**src/rtl/rf_pkg.sv**
```systemverilog
// Shared constants and types for the register file / scoreboard slice.
// Latency: n/a (declarations only).
// Backpressure: n/a.
package rf_pkg;

  localparam int RF_XLEN  = 32;
  localparam int RF_NREGS = 32;
  localparam int RF_NRD   = 2;
  localparam int RF_NWR   = 1;
  localparam int RF_AW    = $clog2(RF_NREGS);
  localparam int RF_CW    = $clog2(RF_NREGS + 1);

  typedef logic [RF_AW-1:0]   rf_addr_t;
  typedef logic [RF_XLEN-1:0] rf_data_t;

endpackage

```
**src/rtl/rf_scoreboard.sv**
```systemverilog
// Pending-producer scoreboard: one busy bit per register plus a running popcount.
// Latency: issue/write-back take effect on the next rising edge; outputs are registered.
// Backpressure: none; every strobe is accepted every cycle.
//
// Ports:
//   clk, rst_n          clock, asynchronous active-low reset
//   iss_en, iss_rd      issue strobe and destination (sets the busy bit)
//   wb_en, wb_addr      write-back strobes and destinations (clear busy bits)
//   busy_vec, busy_cnt  registered busy bits and their population count
module rf_scoreboard
  import rf_pkg::*;
#(
  parameter  int NREGS = RF_NREGS,
  parameter  int NWR   = RF_NWR,
  localparam int AW    = $clog2(NREGS),
  localparam int CW    = $clog2(NREGS + 1)
) (
  input  logic                   clk,
  input  logic                   rst_n,
  input  logic                   iss_en,
  input  logic [AW-1:0]          iss_rd,
  input  logic [NWR-1:0]         wb_en,
  input  logic [NWR-1:0][AW-1:0] wb_addr,
  output logic [NREGS-1:0]       busy_vec,
  output logic [CW-1:0]          busy_cnt
);

  localparam logic [CW-1:0] CNT_ONE = CW'(1);

  logic [NREGS-1:0] set_mask;
  logic [NREGS-1:0] clr_mask;
  logic [NREGS-1:0] busy_nxt;
  logic             inc;
  logic [CW-1:0]    dec;
  logic             dup;

  always_comb begin
    set_mask = '0;
    clr_mask = '0;
    dec      = '0;
    dup      = 1'b0;

    // Register 0 never has a producer.
    if (iss_en && iss_rd != '0) set_mask[iss_rd] = 1'b1;

    for (int p = 0; p < NWR; p++) begin
      if (wb_en[p] && wb_addr[p] != '0) clr_mask[wb_addr[p]] = 1'b1;
    end

    // Set beats clear so a same-cycle reissue keeps the bit for the new producer.
    busy_nxt = (busy_vec & ~clr_mask) | set_mask;

    // Count only real 0->1 and 1->0 transitions so the counter tracks busy_vec
    // without recomputing its popcount.
    inc = |(set_mask & ~busy_vec);

    for (int p = 0; p < NWR; p++) begin
      // A lower port aimed at the same register as a higher port is the same
      // clear; count it once (on the highest port).
      dup = 1'b0;
      for (int q = p + 1; q < NWR; q++) begin
        if (wb_en[q] && wb_addr[q] == wb_addr[p]) dup = 1'b1;
      end
      if (wb_en[p] && wb_addr[p] != '0 && busy_vec[wb_addr[p]] &&
          !set_mask[wb_addr[p]] && !dup)
        dec = dec + CNT_ONE;
    end
  end

  always_ff @(posedge clk or negedge rst_n) begin
    if (!rst_n) begin
      busy_vec <= '0;
      busy_cnt <= '0;
    end else begin
      busy_vec <= busy_nxt;
      busy_cnt <= busy_cnt + {{(CW-1){1'b0}}, inc} - dec;
    end
  end

endmodule

```
**src/rtl/regfile_scoreboard.sv**
```systemverilog
// Multi-port register file with an attached pending-write scoreboard.
// Latency: reads are combinational; writes land on the next edge (same cycle with RF_BYPASS_EN).
// Backpressure: none; all reads, issues and write-backs are accepted every cycle.
//
// Ports:
//   clk, rst_n              clock, asynchronous active-low reset
//   rs_addr/rs_data/rs_busy read addresses, read data, pending-producer flags
//   wb_en/wb_addr/wb_data   write-back ports (higher index wins on collision)
//   iss_en/iss_rd           issue strobe and destination register
//   busy_vec/busy_cnt       registered scoreboard bits and their popcount
// Build option: define RF_BYPASS_EN to forward same-cycle write-back data to reads.
module regfile_scoreboard
  import rf_pkg::*;
#(
  parameter  int XLEN  = RF_XLEN,
  parameter  int NREGS = RF_NREGS,
  parameter  int NRD   = RF_NRD,
  parameter  int NWR   = RF_NWR,
  localparam int AW    = $clog2(NREGS),
  localparam int CW    = $clog2(NREGS + 1)
) (
  input  logic                     clk,
  input  logic                     rst_n,
  input  logic [NRD-1:0][AW-1:0]   rs_addr,
  output logic [NRD-1:0][XLEN-1:0] rs_data,
  output logic [NRD-1:0]           rs_busy,
  input  logic [NWR-1:0]           wb_en,
  input  logic [NWR-1:0][AW-1:0]   wb_addr,
  input  logic [NWR-1:0][XLEN-1:0] wb_data,
  input  logic                     iss_en,
  input  logic [AW-1:0]            iss_rd,
  output logic [NREGS-1:0]         busy_vec,
  output logic [CW-1:0]            busy_cnt
);

  logic [XLEN-1:0] mem [NREGS];

  // Ports are applied in ascending order so the last (highest-indexed)
  // nonblocking write to a register wins. Entry 0 is never written.
  always_ff @(posedge clk or negedge rst_n) begin
    if (!rst_n) begin
      for (int i = 0; i < NREGS; i++) mem[i] <= '0;
    end else begin
      for (int p = 0; p < NWR; p++) begin
        if (wb_en[p] && wb_addr[p] != '0) mem[wb_addr[p]] <= wb_data[p];
      end
    end
  end

  always_comb begin
    for (int r = 0; r < NRD; r++) begin
      rs_data[r] = '0;
      rs_busy[r] = (rs_addr[r] != '0) && busy_vec[rs_addr[r]];
      if (rs_addr[r] != '0) rs_data[r] = mem[rs_addr[r]];
`ifdef RF_BYPASS_EN
      // Forwarding is suppressed in reset so reads are 0 while rst_n is low.
      if (rst_n && rs_addr[r] != '0) begin
        for (int p = 0; p < NWR; p++) begin
          if (wb_en[p] && wb_addr[p] == rs_addr[r]) begin
            rs_data[r] = wb_data[p];
            rs_busy[r] = iss_en && (iss_rd == rs_addr[r]);
          end
        end
      end
`endif
    end
  end

  rf_scoreboard #(
    .NREGS (NREGS),
    .NWR   (NWR)
  ) u_sb (
    .clk      (clk),
    .rst_n    (rst_n),
    .iss_en   (iss_en),
    .iss_rd   (iss_rd),
    .wb_en    (wb_en),
    .wb_addr  (wb_addr),
    .busy_vec (busy_vec),
    .busy_cnt (busy_cnt)
  );

endmodule

```
**config.mk**
```make
export PLATFORM = sky130hd
export DESIGN_NAME = regfile_scoreboard
export DESIGN_NICKNAME = d
export VERILOG_FILES = /design/src/rtl/rf_pkg.sv /design/src/rtl/rf_scoreboard.sv /design/src/rtl/regfile_scoreboard.sv
export SDC_FILE = /design/constraint.sdc
export NUM_CORES = 2
export LEC_CHECK = 0
export CORE_UTILIZATION = 55
export CTS_CLUSTER_DIAMETER = 150
export DETAILED_ROUTE_END_ITERATION = 6
export PLACE_DENSITY = 0.72
export SLEW_MARGIN = 5
export SYNTH_ARGS = -nofsm -noshare
export SYNTH_HDL_FRONTEND = slang
export SYNTH_HIERARCHICAL = 1
export SYNTH_SLANG_ARGS = --single-unit
export TNS_END_PERCENT = 5
```
**constraint.sdc**
```tcl
create_clock -name clk -period 3.84 [get_ports clk]
set_input_delay 0.96 -clock clk [delete_from_list [all_inputs] [get_ports clk]]
set_output_delay 0.96 -clock clk [all_outputs]
set_load 0.02 [all_outputs]
```
==> impl_results.md <==
* Status: finished, violations left
* Violated checks: setup timing
* Ranking of synthesized cells by area: dfrtp_1, mux2_2, mux4_2
* Cell area after layout at between 0.06 and 0.07 mm^2
* Pin count of the biggest net entering global routing at roughly 120
* DRC at 0
* FF-to-FF path depth at 13
* Crit path time final at slightly above 4 ns
* First-pass GRT wire length at approximately 280 mm
* Post-Place Cells at 5530
* Count of final hold-check violations at 0
* Fin Setup TNS at -2.896 ns
* Syn nets at roughly 4000
* PnR worst setup slack at -0.2634 ns
* Placed cell area at about 0.064 mm^2
* PwrDens at a little under 500 mW/mm^2
* Crit path buf inv count at 6
* Hpwl dp at around 120 mm
* Startpoint Class: input pin
* CTS tree: built
* Total number of vias at 40160
* Die area at between 0.1 and 0.15 mm^2
* Fill cells at approximately 7500
* Cell mode on critical path: buf_4
* Crit path depth at 10
* Clk_skew at around 0.0095 ns
* Mapped Area at approximately 0.058 mm^2
* Number of synthesized flops with an enable pin at 0
* Crit end category: primary output
* Clk Latency, worst-skew pair at just over 0.7 ns
* Slowest stage delay, CP at 0.64 ns
* Maxcap violations at 0
* Post-place setup slack at -0.6820 ns
* Synth area leader: dfrtp_1
* CP max FO at 5
* Register area share after synthesis at between 40% and 50%
* Initial Utilization at a little under three fifths
* Synth top area share at about 46%
* Core Region at ~0.11 mm^2
* Vias in the first global route at between 40000 and 50000
* CTS sink cnt at roughly 1100
* CTS Buf Count at approximately 110
* CTS clk-pin slew, worst paths at 0.06 ns
* Final net count at about 4400
* Via density at slightly below 7
* Final period util at 106.9%
* Flops & latches, synth at about 1100
* Layout cells sized above 1 at between 50% and 60%
* Core Rows at approximately 120
* Top FF cell, synth: dfrtp_1
* GRT Resource Usage Total at 35.90%
* Final setup vio count at 34
* CP max-delay cell: or4_4
* Crit path DAT at 3.14 ns
* Synth-to-Final Area Change at 17.92%
* Critical path's top delay family: buffers and inverters
* Iteration-0 DRC count of the detailed router at 4250
* Critical-path cell list: buf_4, or2_2, or4_4, buf_6, buf_4, buf_4, o21ai_0, a311oi_1, buf_4, buf_4
* Static leakage at 30.01 nW
* CP required at about 2.9 ns
* Worst-Margin Slew at 1.200 ns
* Slew margin rel. at 19.73%
* Synth Instances at ~4000
* IO Count at 160
* DRT antenna net count at 0
* Yosys warns at 6
* Setup CP Type: in2out
* HP Class: in2async
* Max Transition Viols Final at 0
* GRT overflow at 0
* GP Congestion at around 0.94
* Die W at approximately 330 um
* Port buffer count at 159
* Peak VDD IR at approximately 0.40 mV
* Initial antenna violation count at 9
* Clock buffer depth at 3
* H-tree levels at 3
* CTS Root Cell: clkbuf_16
* RSZ-0062 raised after global routing: yes
* Die Y at approximately 330 um
* Yosys cell types at between 70 and 80
* Avg Inst Size Synth at approximately 15 um^2
* Synth async-reset ratio at 100.0%
* DR pass1 iterations at 6
* DR WL/cell at 33.07 um
* Post-Route WL at roughly 190 mm
* Cts hold-fix bufs at 0
* F_max at approximately 240 MHz
* Post-route insts no fill at 5775
[where the power goes]
group,internal (mW),switching [mW]
clock,6.25,4.68
combinational,4.76,3.33
sequential,13.4,1.72
[worst paths after layout]
kind	slack [ns]	endpoint	from
max	-0.26	rs_data[60]	rs_addr[8]
min	0.25	mem[725]	rst_n
max reg2reg	0.70	u_sb/busy_cnt[5]	u_sb/busy_vec[13]
min reg2reg	0.39	mem[1009]	mem[1009]
max in group asynchronous	2.48	mem[42]	rst_n
min in group clk	0.39	mem[1009]	mem[1009]
[metal layers]
layer	part of all wire (%)	GRT usage, %	vias up
li1	-	-	16010
met1	39	49.84	21300
met2	45	53.89	2268
met3	11	8.490	576
met4	5.4	16.56	10
met5	0.040	0	-
[timing repair]
item / CTS / global route
endpoints found under the setup margin: 66 / 61
setup buffers: 7 / 33
resized for setup: 130 / 122
pin swaps: 7 / 5
cloned: 4 / 0
[cell usage in the layout, fill, tap and decap left out, types with 10 or more instances in the layout]
| cell | count |
|---|---|
| o21ai_1 | 71 |
| buf_12 | 121 |
| inv_1 | 12 |
| nand3_1 | 10 |
| clkbuf_1 | 20 |
| a22oi_2 | 12 |
| clkinv_2 | 26 |
| a311oi_1 | 44 |
| mux2_1 | 47 |
| o21ai_2 | 15 |
| a221oi_1 | 44 |
| buf_6 | 22 |
| a311oi_2 | 23 |
| clkbuf_8 | 18 |
| o21ai_0 | 98 |
| mux2_2 | 1008 |
| buf_16 | 10 |
| nor2_4 | 18 |
| o2111ai_1 | 15 |
| a22oi_1 | 54 |
| nor2b_1 | 66 |
| dfrtp_1 | 1062 |
| nand2_1 | 45 |
| mux4_2 | 443 |
| mux2i_1 | 148 |
| buf_8 | 12 |
| a211oi_1 | 59 |
| a211oi_2 | 11 |
| clkdlybuf4s50_1 | 82 |
| clkbuf_16 | 114 |
| buf_4 | 424 |
| mux4_1 | 17 |
| dlygate4sd2_1 | 10 |
[worst register-to-register path, stage by stage (launching register included)]
cell      delay, ns
dfrtp_1        0.55
mux2i_1        0.13
o221ai_1       0.19
o21ai_1        0.10
and3b_1        0.18
a311oi_1       0.47
ha_1           0.28
inv_1          0.06
ha_1           0.30
a21o_1         0.20
a21oi_1        0.21
o21bai_1       0.10
a21oi_1        0.18
xnor2_1        0.13
[per-stage QoR]
stage	power [mW]	util, %	hold WS (ns)
after floorplan	20.15	-	0.4413
after global placement	22.69	60.83	0.3773
after detailed placement	23.03	60.83	0.3833
after CTS	34.03	64.77	0.2512
after global routing	35.43	65.39	0.2745
final	34.12	65.39	0.2457
[sequential cells by signal, indices dropped and copies added (netlist names)]
register / flops
u_sb/busy_vec: 32
mem: 1024
u_sb/busy_cnt: 6
[layout make-up]
type                       instances  area [um^2]  share of cell area [%]
tap                             1391         1740                   2.528
clock inverter                    48        485.5                  0.7053
timing repair buffer             702         7435                   10.80
multi-input combinational       2403        29360                   42.65
clock buffer                     152         3176                   4.613
inverter                          15        61.31                 0.08907
antenna                            2        5.005                0.007271
sequential                      1062        26580                   38.61
[synth_stat cells (10+ instances only)]
| cell type | number |
|---|---|
| dfrtp_1 | 1062 |
| mux2_2 | 1013 |
| mux4_2 | 443 |
| clkbuf_1 | 169 |
| mux2i_1 | 148 |
| o21ai_0 | 124 |
| buf_2 | 109 |
| buf_6 | 82 |
| a211oi_1 | 70 |
| nor2b_1 | 70 |
| a22oi_1 | 66 |
| a311oi_1 | 66 |
| nand2_1 | 60 |
| buf_4 | 59 |
| o21ai_1 | 59 |
| mux2_1 | 47 |
| a221oi_1 | 46 |
| nor2_1 | 18 |
| o2111ai_1 | 18 |
| mux4_1 | 17 |
| clkbuf_8 | 16 |
| inv_1 | 12 |
| nand3_1 | 10 |
| nor2_2 | 10 |
[cells by family after synthesis]
logic type	after synthesis	synth area share [%]
compound gates	482	5.723
simple gates	233	2.302
xor+xnor	9	0.1350
mux	1671	40.97
buf+inv	467	5.174
fa+ha+maj	7	0.1629
flops	1062	45.53
(Power assumes the default switching activity.)
